**src/rtl/wb_defs_pkg.sv**
```systemverilog
// Shared codes for the writeback stage: write-data source selects, load types, M/W bubble.
package wb_defs;

    localparam logic [2:0] WD_SEL_ALU  = 3'd0;
    localparam logic [2:0] WD_SEL_LOAD = 3'd1;
    localparam logic [2:0] WD_SEL_LINK = 3'd2;
    localparam logic [2:0] WD_SEL_HI   = 3'd3;
    localparam logic [2:0] WD_SEL_LO   = 3'd4;
    localparam logic [2:0] WD_SEL_IMM  = 3'd5;

    localparam logic [2:0] LD_LW  = 3'd0;
    localparam logic [2:0] LD_LB  = 3'd1;
    localparam logic [2:0] LD_LBU = 3'd2;
    localparam logic [2:0] LD_LH  = 3'd3;
    localparam logic [2:0] LD_LHU = 3'd4;

    typedef struct packed {
        logic       valid;
        logic       reg_we;
        logic [2:0] wd_sel;
    } mw_ctrl_t;

    localparam mw_ctrl_t MW_CTRL_BUBBLE = '0;

endpackage

```
**src/rtl/load_ext.sv**
```systemverilog
// Combinational load extension: picks byte/half by address offset and sign/zero-extends.
// Zero latency; no flow control.
module load_ext
    import wb_defs::*;
#(
    parameter int DATA_W = 32
) (
    input  logic [DATA_W-1:0] word,
    input  logic [1:0]        offset,
    input  logic [2:0]        ld_type,
    output logic [DATA_W-1:0] ext
);

    logic [DATA_W-1:0] byte_shift;
    logic [DATA_W-1:0] half_shift;
    logic [7:0]        byte_v;
    logic [15:0]       half_v;

    always_comb begin
        byte_shift = word >> {offset, 3'b000};
        half_shift = word >> {offset[1], 4'b0000};
        byte_v     = byte_shift[7:0];
        half_v     = half_shift[15:0];
        case (ld_type)
            LD_LB:   ext = {{(DATA_W-8){byte_v[7]}}, byte_v};
            LD_LBU:  ext = {{(DATA_W-8){1'b0}}, byte_v};
            LD_LH:   ext = {{(DATA_W-16){half_v[15]}}, half_v};
            LD_LHU:  ext = {{(DATA_W-16){1'b0}}, half_v};
            default: ext = word;
        endcase
    end

endmodule

```
**src/rtl/wb_stage.sv**
```systemverilog
// Writeback stage: M/W pipeline register plus GRF write-data select; W_* valid right after the capture edge.
// En=0 holds the register (stall); Flush loads a bubble. WB_LOAD_EXT_EN builds byte/half load extension.
module wb_stage
    import wb_defs::*;
#(
    parameter int DATA_W      = 32,
    parameter int ADDR_W      = 5,
    parameter int LINK_OFFSET = 8
) (
    input  logic              clk,
    input  logic              reset,
    input  logic              En,
    input  logic              Flush,
    input  logic [31:0]       M_PC,
    input  logic [DATA_W-1:0] M_ALU_Out,
    input  logic [DATA_W-1:0] M_Read_Data,
    input  logic [DATA_W-1:0] M_HI,
    input  logic [DATA_W-1:0] M_LO,
    input  logic [DATA_W-1:0] M_Imm,
    input  logic [2:0]        M_Wd_Sel,
    input  logic [2:0]        M_Ld_Type,
    input  logic              M_Reg_We,
    input  logic [ADDR_W-1:0] M_Reg_Addr,
    output logic              W_Valid,
    output logic [31:0]       W_PC,
    output logic              W_Reg_We,
    output logic [ADDR_W-1:0] W_Reg_Addr,
    output logic [DATA_W-1:0] W_Reg_Data
);

    mw_ctrl_t          ctrl_d, ctrl_q;
    logic [31:0]       pc_d, pc_q;
    logic [ADDR_W-1:0] addr_d, addr_q;
    logic [DATA_W-1:0] alu_d, alu_q;
    logic [DATA_W-1:0] rd_d, rd_q;
    logic [DATA_W-1:0] hi_d, hi_q;
    logic [DATA_W-1:0] lo_d, lo_q;
    logic [DATA_W-1:0] imm_d, imm_q;
    logic [DATA_W-1:0] load_data;
    logic [31:0]       link_pc;
    logic [DATA_W-1:0] sel_data;
    logic              reg_we;

`ifdef WB_LOAD_EXT_EN
    logic [2:0] ld_type_d, ld_type_q;

    always_comb begin
        ld_type_d = ld_type_q;
        if (Flush)   ld_type_d = '0;
        else if (En) ld_type_d = M_Ld_Type;
    end

    always_ff @(posedge clk) begin
        if (reset) ld_type_q <= '0;
        else       ld_type_q <= ld_type_d;
    end

    load_ext #(.DATA_W(DATA_W)) u_load_ext (
        .word    (rd_q),
        .offset  (alu_q[1:0]),
        .ld_type (ld_type_q),
        .ext     (load_data)
    );
`else
    logic unused_ld_type;
    assign unused_ld_type = ^M_Ld_Type;
    assign load_data      = rd_q;
`endif

    always_comb begin
        ctrl_d = ctrl_q;
        pc_d   = pc_q;
        addr_d = addr_q;
        alu_d  = alu_q;
        rd_d   = rd_q;
        hi_d   = hi_q;
        lo_d   = lo_q;
        imm_d  = imm_q;
        if (Flush) begin
            ctrl_d = MW_CTRL_BUBBLE;
            pc_d   = '0;
            addr_d = '0;
            alu_d  = '0;
            rd_d   = '0;
            hi_d   = '0;
            lo_d   = '0;
            imm_d  = '0;
        end else if (En) begin
            ctrl_d = '{valid: 1'b1, reg_we: M_Reg_We, wd_sel: M_Wd_Sel};
            pc_d   = M_PC;
            addr_d = M_Reg_Addr;
            alu_d  = M_ALU_Out;
            rd_d   = M_Read_Data;
            hi_d   = M_HI;
            lo_d   = M_LO;
            imm_d  = M_Imm;
        end
    end

    always_ff @(posedge clk) begin
        if (reset) begin
            ctrl_q <= MW_CTRL_BUBBLE;
            pc_q   <= '0;
            addr_q <= '0;
            alu_q  <= '0;
            rd_q   <= '0;
            hi_q   <= '0;
            lo_q   <= '0;
            imm_q  <= '0;
        end else begin
            ctrl_q <= ctrl_d;
            pc_q   <= pc_d;
            addr_q <= addr_d;
            alu_q  <= alu_d;
            rd_q   <= rd_d;
            hi_q   <= hi_d;
            lo_q   <= lo_d;
            imm_q  <= imm_d;
        end
    end

    // Link address wraps at 32 bits regardless of datapath width.
    assign link_pc = pc_q + 32'(LINK_OFFSET);

    always_comb begin
        case (ctrl_q.wd_sel)
            WD_SEL_ALU:  sel_data = alu_q;
            WD_SEL_LOAD: sel_data = load_data;
            WD_SEL_LINK: sel_data = DATA_W'(link_pc);
            WD_SEL_HI:   sel_data = hi_q;
            WD_SEL_LO:   sel_data = lo_q;
            WD_SEL_IMM:  sel_data = imm_q;
            default:     sel_data = '0;
        endcase
    end

    // Suppressed writes also zero the data so forwarding from W never leaks a stale value into $0 readers.
    assign reg_we     = ctrl_q.reg_we & ctrl_q.valid & (addr_q != '0);
    assign W_Valid    = ctrl_q.valid;
    assign W_PC       = pc_q;
    assign W_Reg_We   = reg_we;
    assign W_Reg_Addr = addr_q;
    assign W_Reg_Data = reg_we ? sel_data : '0;

endmodule

```
**config.mk**
```make
export PLATFORM = sky130hd
export DESIGN_NAME = wb_stage
export DESIGN_NICKNAME = d
export VERILOG_FILES = /design/src/rtl/wb_defs_pkg.sv /design/src/rtl/load_ext.sv /design/src/rtl/wb_stage.sv
export SDC_FILE = /design/constraint.sdc
export NUM_CORES = 1
export LEC_CHECK = 0
export BUFFER_PORTS_ARGS = -buffer_cell sky130_fd_sc_hd__buf_2
export CORE_UTILIZATION = 47
export DETAILED_ROUTE_END_ITERATION = 6
export GPL_TIMING_DRIVEN = 0
export PLACE_DENSITY_LB_ADDON = 0.12
export SYNTH_ARGS = -nofsm -noshare
export SYNTH_HDL_FRONTEND = slang
export SYNTH_HIERARCHICAL = 1
export SYNTH_SLANG_ARGS = --single-unit
```
**constraint.sdc**
```tcl
create_clock -name clk -period 2 [get_ports clk]
set_input_delay 0.4 -clock clk [delete_from_list [all_inputs] [get_ports clk]]
set_output_delay 0.4 -clock clk [all_outputs]
set_load 0.02 [all_outputs]
```
==> summary.md, run 1 <==
| Metric | Value |
|---|---|
| Status | `finished with violations` |
| Failing checks | `negative setup slack` |
| Core Area | `19,000 um^2` |
| Worst Setup End Kind | `output port` |
| Antenna-violating nets left | `0` |
| Die Area | `20,300 um^2` |
| Placer congestion estimate | `0.862` |
| Vias per cell | `5.50` |
| Post-layout min period | `2.60 ns` |
| # rows | `50` |
| Initial antenna violation count | `0` |
| Setup TNS | `-16.97 ns` |
| Post-Syn Area | `9260 um^2` |
| CTS Buffer Depth | `3` |
| Critical Path Fanout Max | `7` |
| Clock Latency Late Sink | `0.50 ns` |
| Syn_nets | `1,198` |
| H-Tree Level Count | `1` |
| Power per cell area | `727 nW/um^2` |
| WP data arrival | `2.20 ns` |
| Final Hold Viols | `0` |
| Die height | `142 um` |
| Filler cells | `1,557` |
| Mapped Cells | `989` |
| DRC violations left | `0` |
| WP data required | `1.60 ns` |
| Crit path largest cell delay | `0.36 ns` |
| Clk root buf | `clkbuf_16` |
| Initial core utilization | `48.7%` |
| Max cap viols | `0` |
| Cell-internal power | `0.00724 W` |
| Main combinational cell family by area after synthesis | `multiplexers` |
| R2R Setup Slk | `0.64 ns` |
| Storage element area | `4120 um^2` |
| Post-synthesis simple-gate area fraction | `14.6%` |
| CP Class | `register to output port` |
| Area grow syn2layout | `44.5%` |
| Total CTS buffers | `22` |
| PnR worst setup slack | `-0.603 ns` |
| CP top delay family | `simple AND/OR/NAND/NOR gates` |
| FMAX | `0.384 GHz` |
| Reg clk slew, reported paths | `0.06 ns` |
| Dpl hpwl | `23.5 mm` |
| # diodes | `0` |
| Top cells by area, synth | `dfxtp_1, mux2i_1, nor2_1` |
| Maximum VDD drop | `0.570 mV` |
| Worst R2R Path Depth | `5` |
| Period utilisation layout | `130%` |
| Layout cells sized above 1 | `42.0%` |
| Yosys reg bits | `202` |
| Worst reg2reg path startpoint | `ctrl_q[0]` |
| Max Slew Vio Count | `0` |
| Hold endpoint | `imm_q[8]` |
| Worst slew margin | `48.1%` |
| DP Area | `11,100 um^2` |
| Num Clock Sinks | `202` |
| CTS tree | `yes` |
| 1st-iter DRT viols | `559` |
| Multiplexer share of the synthesized area | `26.1%` |
| Drt pass-1 iters | `5` |
| Critical path buffer and inverter count | `3` |
| Reg2reg end | `ctrl_q[0]` |
| Register area share after synthesis | `43.7%` |
| Min-delay src | `M_Imm[8]` |
| Synth Area in Adders | `0.135%` |
| HP Class | `input port to register` |
| Unique cell type count in the Yosys netlist | `44` |
| Ports | `279` |
| Final instance area | `13,400 um^2` |
| Compound-Gate Fraction of Synth Area | `9.33%` |
| Switching Power | `0.00248 W` |
| Ys flop type | `dfxtp_1` |
| # setup viols final | `33` |
| CP max-delay cell | `dfxtp_4` |
| Number of global-route vias before repair | `8,177` |
| Total grt overflow | `0` |
| Xor and xnor area share after synthesis | `2.27%` |
| Yosys top cell by area | `dfxtp_1` |
| First-pass GRT wire length | `47.9 mm` |
| Via count | `8,859` |
| Cell mode on critical path | `buf_6` |
| Drt total wl | `34.1 mm` |
| Hold path cells | `3` |
| Asr flop ratio synth | `0%` |
| Total GRT Usage | `31.7%` |
| Proportion of netlist area held by the largest area contributor | `43.7%` |
| Port buffer count | `274` |
| Clock Power Share | `44.2%` |
| Seq pwr share | `43.7%` |
| CP startpoint kind | `register` |
| Comb pwr share | `12.2%` |
| Area of the multi-input gates | `5520 um^2` |
| Post-synth EDFFs | `0` |
| Avg Inst Size Synth | `9.36 um^2` |
| Layout Skew | `0 ns` |
| Nets | `1,543` |
| Post-synth top cells | `nor2_1, mux2i_1, dfxtp_1` |
| RSZ-0062 raised after global routing | `true` |
| Pin count of the biggest net entering global routing | `15` |
| Crit-path cells | `nand4_4 -> buf_12 -> nor4_4 -> buf_6 -> nand4_1 -> xor2_1 -> o22ai_2 -> buf_6` |
| Sw Share | `25.5%` |
| Avg WL per Cell | `21.2 um` |
| Die X-Extent | `142 um` |
| Actual slew at the worst max-slew pin | `0.779 ns` |
| Leakage | `6.01 nW` |
| YS warnings | `6` |
| Count leader, synth | `nor2_1` |
repair_timing:
item / CTS / global route
pin swaps: 22 / 38
setup buffers: 25 / 20
setup endpoints to repair: 34 / 33
hold buffers: 0 / 0
cloned: 3 / 4
resized for setup: 198 / 93
how the worst max path moves through the flow:
stage / from / slack, ns / cells past startpoint / endpoint
finish: W_PC[8] / -0.60 / 8 / W_Reg_Data[22]
detailed placement: ctrl_q[0] / -0.96 / 6 / W_Reg_Data[22]
global placement: ctrl_q[0] / -0.94 / 6 / W_Reg_Data[22]
global route: W_PC[16] / -0.71 / 8 / W_Reg_Data[25]
CTS: W_Reg_Addr[3] / -0.56 / 7 / W_Reg_Data[22]
floorplan: W_PC[4] / -0.08 / 6 / W_Reg_Data[25]
logic make-up (layout without fill, tap and decap cells):
family          Yosys count  in the layout
flops                   202            202
xor+xnor                 24             24
fa+ha+maj                 1              1
buf+inv                  86            447
simple gates            310            310
mux                     238            238
compound gates          128            128
cell usage in the layout (no fill, tap or decap), drive strengths merged, types with 7 or more instances in the layout:
cell type	count
nor2	244
a22o	9
mux2i	223
inv	7
o22ai	11
nand2	16
a22oi	32
a211oi	14
nand4	8
nand3	9
clkbuf	64
clkinv	8
mux2	14
xor2	18
dfxtp	202
a21oi	24
buf	364
o21ai	24
power groups by stage:
| stage | Sequential, W | Combinational, W | Clock [W] |
|---|---|---|---|
| 2_1_floorplan | 0.00434 | 0.000573 | 0 |
| 3_3_place_gp | 0.00434 | 0.00103 | 0 |
| 3_5_place_dp | 0.00434 | 0.00103 | 0 |
| 4_1_cts | 0.00424 | 0.00112 | 0.00432 |
| 5_1_grt | 0.00426 | 0.00126 | 0.00449 |
| 6_report | 0.00424 | 0.00118 | 0.00429 |
tightest hold or removal path: stages:
cell     delay [ns]
buf_2          0.08
mux2i_1        0.05
nor2_1         0.07
sequential cells by signal (all words and copies together) (netlist names), 4 cells and up:
register    cells
W_PC           32
W_Reg_Addr      5
alu_q          32
ctrl_q          4
hi_q           32
imm_q          32
lo_q           32
load_data      32
through the flow:
stage               power [W]  hold slack [ns]  instances  util, %  worst slack, ns
CTS                   0.00968            0.109       1587     67.0           -0.559
global placement      0.00536            0.469       1523     58.4           -0.938
floorplan             0.00492            0.454        989        -          -0.0819
finish                0.00972            0.121       1610     70.3           -0.603
global route           0.0100            0.117       1610     70.3           -0.706
detailed placement    0.00537            0.478       1523     58.4           -0.958
final cells by class:
type	instances	share of cell area (%)
multi-input combinational	701	41.3
sequential	202	30.8
timing repair buffer	325	15.4
clock buffer	28	4.59
buffer	75	4.13
tap	260	2.43
clock inverter	12	1.11
inverter	7	0.215
per-layer routing:
layer  vias to the layer above  global-route usage, %  share of wire (%)
met5                         -                      0                  0
met4                         0                   8.21                2.8
met3                        63                   4.95                7.8
met2                       412                   51.8                 47
met1                      4244                   43.6                 42
li1                       4140                      -                  -
Note: power is estimated with default switching activity, not from simulation.
==> run 2: changes to the inputs <==
--- a/config.mk
+++ b/config.mk
@@ -10,6 +10,7 @@
 export DETAILED_ROUTE_END_ITERATION = 6
 export GPL_TIMING_DRIVEN = 0
 export PLACE_DENSITY_LB_ADDON = 0.12
+export SETUP_SLACK_MARGIN = 0.5
 export SYNTH_ARGS = -nofsm -noshare
 export SYNTH_HDL_FRONTEND = slang
 export SYNTH_HIERARCHICAL = 1
==> constraint.sdc (replaced) <==
create_clock -name clk -period 2.1 [get_ports clk]
set_input_delay 0.42 -clock clk [delete_from_list [all_inputs] [get_ports clk]]
set_output_delay 0.42 -clock clk [all_outputs]
set_load 0.02 [all_outputs]
==> summary.md, run 2 (synthesized netlist as in run 1, its figures left out) <==
| Metric | Value |
|---|---|
| Clk root buf | `clkbuf_16` |
| Clock Power Share | `41.5% (-2.7 points)` |
| CP top delay family | `simple AND/OR/NAND/NOR gates` |
| FMAX | `0.375 GHz` |
| Status | `finished with violations` |
| Via count | `8,656 (-2.3%)` |
| Avg WL per Cell | `21.0 um (-0.64%)` |
| Placer congestion estimate | `0.835 (-3.1%)` |
| Worst slew margin | `52.1% (+4.0 points)` |
| RSZ-0062 raised after global routing | `true` |
| PnR Total Power | `0.00887 W (-8.8%)` |
| Cell-internal power | `0.00660 W (-8.9%)` |
| PnR worst setup slack | `-0.568 ns (+0.0341 ns)` |
| Reg clk slew, reported paths | `0.06 ns (about the same)` |
| Total GRT Usage | `32.1% (+0.38 points)` |
| First-pass GRT wire length | `48.2 mm (+0.68%)` |
| Pin count of the biggest net entering global routing | `12 (-3)` |
| Leakage | `5.96 nW (-0.73%)` |
| Worst Setup End Kind | `output port` |
| Vias per cell | `5.41 (-1.6%)` |
| Num Clock Sinks | `202 (unchanged)` |
| Most frequent cells in the layout | `buf_2, nor2_1, mux2i_1, dfxtp_1, buf_6` |
| Dpl hpwl | `23.6 mm (+0.48%)` |
| Number of global-route vias before repair | `8,166 (-0.13%)` |
| Seq pwr share | `45.7% (+2.0 points)` |
| HP Class | `input port to register` |
| Failing checks | `negative setup slack` |
| Drt pass-1 iters | `5 (unchanged)` |
| Core Area | `19,000 um^2 (unchanged)` |
| Clock Latency Late Sink | `0.49 ns (about the same)` |
| Actual slew at the worst max-slew pin | `0.719 ns (-0.0603 ns)` |
| Crit-path cells | `ha_4 -> nand3_4 -> nor4_4 -> buf_6 -> and4_1 -> o21ai_2 -> a21oi_2 -> buf_6` |
| # setup viols final | `33 (unchanged)` |
| WP data required | `1.68 ns (+0.08 ns)` |
| Final instance area | `13,400 um^2 (about the same)` |
| Initial core utilization | `48.7% (unchanged)` |
| # diodes | `0 (unchanged)` |
| # rows | `50 (unchanged)` |
| CTS Buffer Depth | `3 (unchanged)` |
| Filler cells | `1,512 (-2.9%)` |
| Post-layout min period | `2.67 ns` |
| Ports | `279 (unchanged)` |
| Power per cell area | `663 nW/um^2 (-8.8%)` |
| Switching Power | `0.00227 W (-8.3%)` |
| Total CTS buffers | `23 (+4.5%)` |
| 1st-iter DRT viols | `525 (-6.1%)` |
| Initial antenna violation count | `0 (unchanged)` |
| Layout Skew | `0 ns (unchanged)` |
| Antenna-violating nets left | `0 (unchanged)` |
| DP Area | `11,400 um^2 (+2.2%)` |
| CP Class | `register to output port` |
| Max cap viols | `0 (unchanged)` |
| Total placed cells including tap cells | `1,523 (unchanged)` |
| Maximum VDD drop | `0.560 mV (-1.8%)` |
| Final cell count without fillers | `1,599 (-0.68%)` |
| Die height | `142 um (unchanged)` |
| CTS tree | `yes` |
| Nets | `1,534 (-0.58%)` |
| Critical path buffer and inverter count | `2 (-1)` |
| Drt total wl | `33.6 mm (-1.3%)` |
| Crit path largest cell delay | `0.40 ns (+0.04 ns)` |
| CP max-delay cell | `dfxtp_4` |
| WP data arrival | `2.25 ns (+0.05 ns)` |
| Final Hold Viols | `0 (unchanged)` |
| Critical Path Fanout Max | `8 (+1)` |
| Period utilisation layout | `127%` |
| R2R Setup Slk | `0.80 ns (+0.16 ns)` |
| Sw Share | `25.6% (+0.13 points)` |
| Most common cell after layout, fill and taps aside | `buf_2` |
| H-Tree Level Count | `1 (unchanged)` |
| Total grt overflow | `0 (unchanged)` |
| Cell mode on critical path | `buf_6` |
| Comb pwr share | `12.7% (+0.5 points)` |
| Die Area | `20,300 um^2 (unchanged)` |
| Die X-Extent | `142 um (unchanged)` |
| Max Slew Vio Count | `0 (unchanged)` |
| CP startpoint kind | `register` |
| Layout cells sized above 1 | `42.2% (+0.20 points)` |
| Area grow syn2layout | `44.5% (about the same)` |
| Port buffer count | `274 (unchanged)` |
| DRC violations left | `0 (unchanged)` |
[run 2: cell count changes in the layout (fill, tap and decap cells not counted), sizes merged]
cell,previous run,this run
buf,364,352
clkbuf,64,76
clkinvlp,1,0
clkinv,8,0
inv,7,8
bufinv,3,0
[run 2: cell type report]
class                   count  area (um^2)  area share, %
flip-flops and latches    202         4110           30.7
well taps                 260          325           2.43
plain buffers              79          647           4.84
multi-input cells         701         5630           42.1
inverters                   7         31.3          0.234
clock buffers              38          662           4.95
repair buffers            311         1960           14.6
clock inverters             1         8.76         0.0655
[run 2: metrics by stage]
stage / worst slack [ns] / hold slack (ns) / util [%] / TNS [ns]
2_1_floorplan: -0.00228 / 0.454 / - / -0.00228
3_3_place_gp: -0.444 / 0.468 / 59.7 / -8.94
4_1_cts: -0.536 / 0.135 / 69.2 / -14.52
3_5_place_dp: -0.456 / 0.473 / 59.7 / -10.15
5_1_grt: -0.670 / 0.151 / 70.3 / -17.16
6_report: -0.568 / 0.144 / 70.3 / -14.69
[run 2: power by group through the flow]
stage | sequential [W] | clock, W | combinational, W
3_5_place_dp | 0.00413 | 0 | 0.00100
6_report | 0.00406 | 0.00368 | 0.00113
3_3_place_gp | 0.00413 | 0 | 0.000996
4_1_cts | 0.00405 | 0.00371 | 0.00110
5_1_grt | 0.00407 | 0.00387 | 0.00120
2_1_floorplan | 0.00414 | 0 | 0.000565
[run 2: worst register-to-register path: stages, from the launching register on]
cell      delay [ns]
dfxtp_4         0.42
buf_12          0.17
clkbuf_8        0.22
clkbuf_8        0.24
mux2i_1         0.09
nor2_1          0.09
[run 2: path summary, 6_finish.rpt]
kind,cells past startpoint,end,startpoint
hold reg to reg,2,lo_q[19],lo_q[19]
setup / recovery,8,W_Reg_Data[21],W_PC[3]
hold / removal,3,ctrl_q[2],M_Wd_Sel[2]
setup reg to reg,5,ctrl_q[0],ctrl_q[0]
[run 2: routing by layer]
layer,routed length [um],global-route usage (%)
met5,0,0
met4,745,8.89
met3,2870,5.82
met2,15700,53.0
met1,14300,42.9
[run 2: timing repair]
action / in CTS / in global routing
pin swaps: 41 / 28
resized for setup: 238 / 30
setup buffers: 17 / 15
hold endpoints to repair: 0 / 0
gates cloned: 5 / 0
hold buffers: 0 / 0
endpoints found under the setup margin: 73 / 72
==> run 3: changes to the inputs <==
--- a/config.mk
+++ b/config.mk
@@ -6,10 +6,13 @@
 export NUM_CORES = 1
 export LEC_CHECK = 0
 export BUFFER_PORTS_ARGS = -buffer_cell sky130_fd_sc_hd__buf_2
-export CORE_UTILIZATION = 47
+export CELL_PAD_IN_SITES_DETAIL_PLACEMENT = 0
+export CELL_PAD_IN_SITES_GLOBAL_PLACEMENT = 2
+export CORE_UTILIZATION = 28
 export DETAILED_ROUTE_END_ITERATION = 6
 export GPL_TIMING_DRIVEN = 0
 export PLACE_DENSITY_LB_ADDON = 0.12
+export REMOVE_ABC_BUFFERS = 1
 export SETUP_SLACK_MARGIN = 0.5
 export SYNTH_ARGS = -nofsm -noshare
 export SYNTH_HDL_FRONTEND = slang
==> summary.md, run 3 (synthesized netlist as in run 1, its figures left out) <==
| Metric | Value |
|---|---|
| Crit-path cells | `nand4_1 -> nor4_4 -> buf_6 -> and4_1 -> o21ai_1 -> a21oi_1 -> buf_4` |
| Min-delay src | `M_LO[4]` |
| Nets | `1,499 (-2.3%)` |
| Worst Setup End Kind | `output port` |
| Critical Path Fanout Max | `7 (-1)` |
| Status | `finished with violations` |
| Antenna-violating nets left | `0 (unchanged)` |
| Total grt overflow | `0 (unchanged)` |
| CP max-delay cell | `dfxtp_4` |
| Pin count of the biggest net entering global routing | `89 (+77)` |
| Layout cells sized above 1 | `40.5% (-1.7 points)` |
| DP Area | `11,100 um^2 (-2.0%)` |
| PnR worst setup slack | `-0.547 ns (+0.0217 ns)` |
| Utilization after layout | `41.8% (-29 points)` |
| # rows | `66 (+32%)` |
| Via count | `8,145 (-5.9%)` |
| Reg2reg end | `ctrl_q[1]` |
| Die Area | `33,800 um^2 (+67%)` |
| Reg clk slew, reported paths | `0.06 ns (about the same)` |
| Worst slew margin | `52.2% (+0.15 points)` |
| CP Class | `register to output port` |
| FMAX | `0.378 GHz (+0.82%)` |
| Die height | `184 um (+29%)` |
| Hold path cells | `3 (unchanged)` |
| Placer congestion estimate | `0.696 (-17%)` |
| Total CTS buffers | `26 (+13%)` |
| Most frequent cells in the layout | `nor2_1, buf_2, mux2i_1, dfxtp_1, buf_4` |
| Actual slew at the worst max-slew pin | `0.716 ns (-0.00222 ns)` |
| Maximum VDD drop | `0.593 mV (+5.9%)` |
| Number of global-route vias before repair | `8,007 (-1.9%)` |
| WP data arrival | `2.23 ns (-0.02 ns)` |
| CTS tree | `yes` |
| Drt total wl | `33.5 mm (-0.37%)` |
| Filler cells | `3,391 (+120%)` |
| Worst R2R Path Depth | `6 (+1)` |
| Die X-Extent | `184 um (+29%)` |
| Vias per cell | `4.64 (-14%)` |
| # setup viols final | `33 (unchanged)` |
| Layout Skew | `0 ns (unchanged)` |
| Worst reg2reg path startpoint | `ctrl_q[1]` |
| HP Class | `input port to register` |
| 1st-iter DRT viols | `324 (-38%)` |
| Initial core utilization | `28.4% (-20 points)` |
| H-Tree Level Count | `1 (unchanged)` |
| Port buffer count | `275 (+0.36%)` |
| First-pass GRT wire length | `49.3 mm (+2.2%)` |
| Hold-fix buffer count after cts | `0 (unchanged)` |
| Avg WL per Cell | `19.1 um (-9.2%)` |
| Leakage | `6.02 nW (+0.93%)` |
| DRC violations left | `0 (unchanged)` |
| Max cap viols | `0 (unchanged)` |
| Area of the multi-input gates | `5360 um^2 (-4.9%)` |
| Core Area | `32,500 um^2 (+71%)` |
| Max Slew Vio Count | `0 (unchanged)` |
| WP data required | `1.68 ns (about the same)` |
| R2R Setup Slk | `0.87 ns (+0.07 ns)` |
| Total placed cells including tap cells | `1,639 (+7.6%)` |
| Clk root buf | `clkbuf_16` |
| Storage element area | `4140 um^2 (+0.70%)` |
| Most common cell after layout, fill and taps aside | `nor2_1` |
| Period utilisation layout | `126% (-1.0 points)` |
| Num Clock Sinks | `202 (unchanged)` |
| Initial antenna violation count | `3 (+3)` |
| CTS Buffer Depth | `3 (unchanged)` |
| Dpl hpwl | `21.1 mm (-11%)` |
| Crit path largest cell delay | `0.37 ns (-0.03 ns)` |
| Final cell count without fillers | `1,754 (+9.7%)` |
| Final instance area | `13,600 um^2 (+1.6%)` |
| Total GRT Usage | `19.3% (-13 points)` |
| Failing checks | `negative setup slack` |
| Power per cell area | `705 nW/um^2 (+6.3%)` |
| Hold endpoint | `lo_q[4]` |
| Clock Latency Late Sink | `0.53 ns (+0.04 ns)` |
| Ports | `279 (unchanged)` |
| Area grow syn2layout | `46.8%` |
| Drt pass-1 iters | `4 (-1)` |
| Final Hold Viols | `0 (unchanged)` |
| RSZ-0062 raised after global routing | `true` |
| Post-layout min period | `2.65 ns (-0.0217 ns)` |
| CP startpoint kind | `register` |
==> run 3: final cells by class <==
type,instances,area share (%)
clock buffer,37,5.76
multi-input combinational,702,39.4
inverter,7,0.249
antenna,2,0.0368
timing repair buffer,351,19.4
tap,442,4.07
sequential,202,30.4
clock inverter,11,0.589
==> run 3: how the worst max path moves through the flow <==
stage          startpoint        endpoint  slack (ns)
2_1_floorplan   ctrl_q[0]   W_Reg_Data[0]       -1.31
4_1_cts           W_PC[4]  W_Reg_Data[25]       -0.60
3_5_place_dp    ctrl_q[0]  W_Reg_Data[28]       -1.24
3_3_place_gp    ctrl_q[0]  W_Reg_Data[20]       -4.22
6_report         W_PC[17]  W_Reg_Data[28]       -0.55
5_1_grt          W_PC[18]  W_Reg_Data[28]       -0.65
==> run 3: worst max-delay path: cells and delay by family, from the launching register on <==
family / cells / cell delay [ns]
AOI/OAI and AO/OA: 2 / 0.21
DFF: 1 / 0.37
and+or+nand+nor: 3 / 0.77
buffers and inverters: 2 / 0.35
==> run 3: per-stage QoR <==
stage | hold slack (ns) | worst slack [ns] | setup TNS, ns | total power, W
after detailed placement | 0.479 | -1.24 | -29.19 | 0.00507
after CTS | 0.0872 | -0.597 | -16.64 | 0.00974
after global routing | 0.0992 | -0.654 | -18.28 | 0.0100
after global placement | 0.471 | -4.22 | -878.11 | 0.00514
final | 0.114 | -0.547 | -15.04 | 0.00958
after floorplan | 0.454 | -1.31 | -123.61 | 0.00458
==> run 3: report_power, final <==
part	leakage (nW)	internal (W)	switching (W)
Clock	0.440	0.00270	0.00177
Combinational	3.91	0.000537	0.000531
Sequential	1.67	0.00395	0.0000945
==> run 3: per-layer routing <==
metal | track usage, % | up-vias | share of wire, %
li1 | - | 4069 | -
met1 | 24.6 | 3835 | 45
met2 | 32.4 | 195 | 47
met3 | 4.28 | 44 | 5.4
met4 | 5.37 | 2 | 2.6
met5 | 0 | - | 0.039
==> run 3: timing repair <==
item | 4_1_cts | 5_1_grt
resized for setup | 160 | 84
buffers inserted | 42 | 18
gates cloned | 4 | 1
pin swaps | 24 | 21
endpoints found under the setup margin | 57 | 44
